**config.mk**
```make
export PLATFORM = sky130hd
export DESIGN_NAME = vram_arbiter
export DESIGN_NICKNAME = d
export VERILOG_FILES = /design/src/rtl/vram_pkg.sv /design/src/rtl/vram_arbiter_rr_pick.sv /design/src/rtl/vram_arbiter.sv
export SDC_FILE = /design/constraint.sdc
export NUM_CORES = 1
export LEC_CHECK = 0
export CAP_MARGIN = 20
export CORE_AREA = 2 2 68 70
export CTS_CLUSTER_DIAMETER = 100
export DETAILED_ROUTE_END_ITERATION = 12
export DIE_AREA = 0 0 70 72
export PLACE_DENSITY = 0.87
export SLEW_MARGIN = 25
export SYNTH_ARGS = -nofsm -noshare
export SYNTH_HDL_FRONTEND = slang
export SYNTH_SLANG_ARGS = --single-unit
```
**constraint.sdc**
```tcl
create_clock -name i_clk -period 6.3 [get_ports i_clk]
set_input_delay 0.945 -clock i_clk [delete_from_list [all_inputs] [get_ports i_clk]]
set_output_delay 0.945 -clock i_clk [all_outputs]
set_load 0.01 [all_outputs]
```
**src/rtl/vram_pkg.sv**
```systemverilog
// Shared constants for the text VRAM: geometry, screen bounds and requester slots.
// Also holds the round-robin pointer helper.
package vram_pkg;

    localparam int VRAM_AW   = 11;
    localparam int VRAM_DW   = 8;
    localparam int ROW_W     = 5;
    localparam int COL_W     = 6;
    localparam int FIRST_ROW = 0;
    localparam int LAST_ROW  = 16;
    localparam int FIRST_COL = 0;
    localparam int LAST_COL  = 59;

    // Pointer width covers the supported range of 2..4 requesters.
    localparam int PTR_W = 2;

    typedef enum logic [PTR_W-1:0] {
        REQ_WRITER  = 2'd0,
        REQ_BLOCKOP = 2'd1,
        REQ_HOST    = 2'd2
    } req_id_e;

    function automatic logic [PTR_W-1:0] ptr_next(input logic [PTR_W-1:0] idx, input int n);
        if (int'(idx) >= n - 1) return '0;
        return idx + 1'b1;
    endfunction

endpackage

```
**src/rtl/vram_arbiter_rr_pick.sv**
```systemverilog
// Combinational round-robin selector: first requester at or after the pointer wins.
module rr_pick
    import vram_pkg::*;
#(
    parameter int N = 3
) (
    input  logic [N-1:0]     i_req,
    input  logic [PTR_W-1:0] i_ptr,
    output logic [N-1:0]     o_win,
    output logic             o_any
);

    logic w_found;

    always_comb begin
        // NOTE: every variable written here gets a default first, so no path leaves it unassigned and no latch is inferred.
        o_win   = '0;
        w_found = 1'b0;
        for (int i = 0; i < N; i++) begin
            for (int j = 0; j < N; j++) begin
                if (!w_found && i_req[j] && (((int'(i_ptr) + i) % N) == j)) begin
                    o_win[j] = 1'b1;
                    w_found  = 1'b1;
                end
            end
        end
    end

    assign o_any = |i_req;

endmodule

```
**src/rtl/vram_arbiter.sv**
```systemverilog
// Round-robin arbiter for the single-port text VRAM, with lockable bursts,
// a per-ownership lock limit and routing of read data to the issuing requester.
module vram_arbiter
    import vram_pkg::*;
#(
    parameter int NREQ     = 3,
    parameter int AW       = VRAM_AW,
    parameter int DW       = VRAM_DW,
    parameter int LOCK_MAX = 2048
) (
    input  logic               i_clk,
    input  logic               i_rst,
    input  logic [NREQ-1:0]    i_req,
    input  logic [NREQ-1:0]    i_lock,
    input  logic [NREQ-1:0]    i_we,
    input  logic [NREQ*AW-1:0] i_addr,
    input  logic [NREQ*DW-1:0] i_din,
    output logic [NREQ-1:0]    o_gnt,
    output logic [NREQ-1:0]    o_rvalid,
    output logic [DW-1:0]      o_rdata,
    output logic               o_lock_break,
    output logic               o_vram_clk,
    output logic               o_vram_ce,
    output logic               o_vram_wre,
    output logic [AW-1:0]      o_vram_addr,
    output logic [DW-1:0]      o_vram_din,
    input  logic [DW-1:0]      i_vram_dout
);

    localparam int              CNT_W    = (LOCK_MAX > 1) ? $clog2(LOCK_MAX) : 1;
    localparam logic [CNT_W-1:0] CNT_LAST = (LOCK_MAX > 0) ? CNT_W'(LOCK_MAX - 1) : '0;
    localparam bit              LIMIT_EN = (LOCK_MAX > 0);

    logic [NREQ-1:0]  r_gnt;
    logic [NREQ-1:0]  r_rvalid;
    logic             r_lock_break;
    logic [PTR_W-1:0] r_ptr;
    logic [CNT_W-1:0] r_cnt;

    logic [PTR_W-1:0] w_own_idx;
    logic             w_own_req, w_own_lock, w_own_we;
    logic [AW-1:0]    w_own_addr;
    logic [DW-1:0]    w_own_din;
    logic             w_owned, w_access, w_others, w_at_limit;
    logic             w_lock_hold, w_keep, w_break, w_any;
    logic [PTR_W-1:0] w_pick_ptr;
    logic [NREQ-1:0]  w_pick;

    // Owner's request fields; requester 0 is presented while idle.
    always_comb begin
        w_own_idx  = PTR_W'(REQ_WRITER);
        w_own_req  = i_req[0];
        w_own_lock = i_lock[0];
        w_own_we   = i_we[0];
        w_own_addr = i_addr[0 +: AW];
        w_own_din  = i_din[0 +: DW];
        for (int i = 0; i < NREQ; i++) begin
            if (r_gnt[i]) begin
                w_own_idx  = PTR_W'(i);
                w_own_req  = i_req[i];
                w_own_lock = i_lock[i];
                w_own_we   = i_we[i];
                w_own_addr = i_addr[i*AW +: AW];
                w_own_din  = i_din[i*DW +: DW];
            end
        end
    end

    assign w_owned     = |r_gnt;
    assign w_access    = w_owned & w_own_req;
    assign w_others    = |(i_req & ~r_gnt);
    assign w_at_limit  = LIMIT_EN && (r_cnt == CNT_LAST);
    assign w_lock_hold = w_access & w_own_lock;
    assign w_break     = w_lock_hold & w_at_limit & w_others;
    assign w_keep      = w_lock_hold & ~w_break;

    // A current owner always yields to the requester after it.
    assign w_pick_ptr = w_owned ? ptr_next(w_own_idx, NREQ) : r_ptr;

    rr_pick #(.N(NREQ)) u_pick (
        .i_req (i_req),
        .i_ptr (w_pick_ptr),
        .o_win (w_pick),
        .o_any (w_any)
    );

    always_ff @(posedge i_clk or posedge i_rst) begin
        if (i_rst) begin
            r_gnt        <= '0;
            r_rvalid     <= '0;
            r_lock_break <= 1'b0;
            r_ptr        <= '0;
            r_cnt        <= '0;
        end else begin
            // NOTE: non-blocking assignments so every register samples pre-edge values regardless of statement order.
            r_lock_break <= w_break;
            r_rvalid     <= (w_access && !w_own_we) ? r_gnt : '0;
            if (w_owned) r_ptr <= ptr_next(w_own_idx, NREQ);
            if (w_keep) begin
                if (!w_at_limit) r_cnt <= r_cnt + 1'b1;
            end else begin
                r_gnt <= w_any ? w_pick : '0;
                r_cnt <= '0;
            end
        end
    end

    assign o_gnt        = r_gnt;
    assign o_rvalid     = r_rvalid;
    assign o_rdata      = i_vram_dout;
    assign o_lock_break = r_lock_break;
    assign o_vram_clk   = i_clk;
    assign o_vram_ce    = w_access;
    assign o_vram_wre   = w_access & w_own_we;
    assign o_vram_addr  = w_own_addr;
    assign o_vram_din   = w_own_din;

endmodule

```
==> After elaboration in Yosys (flattened, before gate mapping) <==
Index checks and enable logic that the tools add are counted.
{ "word_totals": {"reg_bits": 20, "elab_cells": 101, "output_inout_bits": 37, "input_bits": 76} }
{ "op_classes": {"div": 3, "bitwise_logic": 9, "order_cmp": 1, "muxes": 38, "add_sub_neg": 4, "n_eq_ne": 8, "n_reduce_logical": 33} }
{ "ops": {"columns": ["cell", "count"], "rows": [
  ["equality test 32 x 2 -> 1 bit, second input constant", 3],
  ["equality test 32 x 3 -> 1 bit, second input constant", 3],
  ["zero test 32 bit", 3],
  ["modulo 32 x 3 -> 32 bit, second input constant", 2],
  ["2-to-1 mux 11 bit", 4],
  ["modulo 3 x 3 -> 32 bit, second input constant", 1],
  ["2-to-1 mux 1 bit", 25],
  ["logical AND 1 bit", 18],
  ["2-to-1 mux 8 bit", 2],
  ["adder 11 x 1 -> 11 bit, second input constant", 1],
  ["equality test 11 bit, second input constant", 1],
  ["2-to-1 mux 2 bit", 5],
  ["zero test 1 bit", 9],
  ["OR reduction 3 bit", 3],
  ["AND 1 bit", 6],
  ["2-to-1 mux 3 bit", 2],
  ["adder 2 x 1 -> 3 bit, second input constant", 1],
  ["adder 2 x 2 -> 3 bit, second input constant", 1],
  ["AND 3 bit", 1],
  ["NOT 3 bit", 1],
  ["adder 2 x 1 -> 2 bit, second input constant", 1],
  [">= comparator 2 bit, second input constant", 1],
  ["!= test 2 bit, second input constant", 1],
  ["NOT 1 bit", 1]
]} }

==> Depth between registers and ports, before layout <==
{ "logic_depth": {"ltp_word": 43, "ltp_mapped": 10, "mapped_depth_nobuf": 9} }

==> By module <==
Synthesis repeated with hierarchy kept, for this count alone.
{ "unflattened": {"hier_cells": 194, "area_unflattened_um2": 1629.1} }
{ "by_module_without_submodules": {"columns": ["module", "instances", "seq_area_each_um2", "area_per_inst_um2", "cells_each"], "rows": [
  ["vram_arbiter", 1, 500.5, 1500.2, 178],
  ["rr_pick", 1, 0.0, 128.9, 16]
]} }

==> out/metrics.cfg <==
[run_status]
status=finished clean

[detailed_routing]
drt_pass1_iterations=5
totalWireLength_mm=4.36
drt-vias-per-instance=5.17
drt_iter0_markers=104
vias=1706
drcViolationCount=0
wire_per_inst_um=13.2
ant_nets=0

[sta]
hold_slack_ps=538
rsz0062_at_grt=false
final-setup-viol-count=0
worst-slew-pin-transition_ps=817
final.setup.tns_ps=0
finClkSkew_ps=4.39
hold_viol=0
slew_violations=0
slew_headroom_pct=45.5
postLayoutSetupSlackWorst_ps=1510

[yosys]
synth_nets=269
seq_area_frac_synth_pct=32.1
yosys.area.top_type_share_pct=32.1
ys.flop_type=dfrtp_1
synth_top_area_cell=dfrtp_1
yosysWarnings=0
synth_edf_count=0
ys_ff_latch=20
synth_cells=190
synthTopCellsByArea=dfrtp_1 (32%), mux2i_1 (15%), o21ai_0 (7.1%), nand2_1 (6.5%), buf_4 (4.3%)
syn_avg_cell_area_um2=8.21
postSynth.asyncResetShare_pct=100
syn_area_mm2=0.00156
synth_cell_types=36

[worst_setup_path]
timing.rr.start=o_gnt[1]
critical_path_peak_fanout=2
criticalPathCategory=clock port to primary output
cp-end-kind=primary output
required_ps=5350
r2r_slack_ps=4000
arrival_ps=3850
rr_endpoint=o_gnt[2]
startpoint_type=clock port
worstRegToRegCells=5

[placed_design]
place_congestion=0.894
preCtsSetupSlack_ps=1760
placed_cell_area_mm2=0.00249
dp_hpwl_mm=3.46
io_buffers=96

[layout]
final_design_area_no_fill_mm2=0.00261
fillCellCount=357
syn2layout_area_growth_pct=67.3
layout_commonest_cell=clkdlybuf4s50_1
mostFrequentLayoutCells=clkdlybuf4s50_1 (96), nand2_1 (27), mux2i_1 (23), o21ai_0 (22), dfrtp_1 (20)
final_nets=358
finish.utilization_pct=61.2
diodes=0
drive_above_1_share_pct=4.68

[die]
dieArea_mm2=0.00504
core_mm2=0.00426
start_util_pct=36.6
io-pin-count=113
dieWidth_um=70
row_count=24
die_h_um=72

[power_and_ir_drop]
peakVddDrop_uv=117
p_int_uw=521
combPwrFrac_pct=56.3
p_seq_share_pct=19.6
power.density_mw_per_mm2=310
p_leak_uw=0.00102
switching_share_pct=35.6
p_sw_uw=288
p_clk_share_pct=24.2

[min_path]
hold_path_end=r_cnt[0]
hp-class=flop to flop
hp-start=r_cnt[0]
hold_depth=1

[global_routing]
grt_overflow=0
grt_pass1_wl_mm=7.11
grt_pass1_vias=1699
grt_use_total_pct=17.7
antenna_found_initial=0
grt_max_degree=52

[cts]
cts_resized=0
cts_tree=done
insertion_delay_ps=370
post_cts_buffers=0
cts_hold_buffers=0
path_clk_slew_ps=80

[job]
cap_violations=0

through the flow:
stage / std cells / total power [µW]
finish: 330 / 809
global route: 330 / 862
CTS: 330 / 817
detailed placement: 323 / 634
global placement: 323 / 621
floorplan: 190 / 429
per-layer routing:
| metal | GRT usage, % | wire length, µm |
|---|---|---|
| met5 | 0 | 0 |
| met3 | 6.81 | 395 |
| met1 | 17.9 | 1650 |
| met2 | 31.6 | 2220 |
| met4 | 9.40 | 93 |
worst max-delay path, cell delays in order:
cell,delay (ps)
clkbuf_8,110
clkbuf_8,120
clkdlybuf4s50_1,470
sequential cells by signal (all words and copies together), names as in the netlist:
register      cells
o_lock_break      1
r_ptr             2
o_gnt             3
r_cnt            11
o_rvalid          3
cell type report:
type / count / area, µm² / area share (%)
Inverter: 6 / 22.5 / 0.864
Timing Repair Buffer: 97 / 966 / 37.0
Tap cell: 52 / 65.1 / 2.50
Multi-Input combinational cell: 147 / 931 / 35.7
Sequential cell: 20 / 500 / 19.2
Clock buffer: 7 / 92.6 / 3.55
Clock inverter: 1 / 30.0 / 1.15
worst max-delay path by stage:
stage,slack (ps),end,start
floorplan,2090,o_vram_clk,i_clk
global placement,1760,o_vram_clk,i_clk
global route,1500,o_vram_clk,i_clk
CTS,1500,o_vram_clk,i_clk
detailed placement,1760,o_vram_clk,i_clk
finish,1510,o_vram_clk,i_clk
power groups by stage:
| stage | Combinational [µW] | Clock (µW) | Sequential (µW) |
|---|---|---|---|
| 2_1_floorplan | 250 | 13.1 | 166 |
| 3_3_place_gp | 445 | 16.1 | 160 |
| 3_5_place_dp | 458 | 16.1 | 160 |
| 4_1_cts | 459 | 201 | 158 |
| 5_1_grt | 497 | 204 | 160 |
| 6_report | 455 | 196 | 158 |
synthesized netlist by cell type, types with 4 or more instances:
cell type	instances
mux2i_1	23
a21oi_1	8
o21ai_0	22
dfrtp_1	20
and2_1	5
clkbuf_1	4
nor3_1	6
nor2_1	12
nand3_1	8
inv_1	5
buf_4	9
a31oi_1	4
nand2b_1	4
nand2_1	27
kinds of logic after synthesis:
| logic type | count (synthesis) | synth area share [%] |
|---|---|---|
| AOI/OAI and AO/OA | 45 | 17.9 |
| adders and majority gates | 3 | 2.41 |
| xor gates and xnor gates | 4 | 2.25 |
| muxes | 24 | 15.7 |
| DFF | 20 | 32.1 |
| buffers and inverters | 23 | 8.19 |
| and+or+nand+nor | 71 | 21.4 |
No activity file was read; power rests on OpenSTA's default activity.
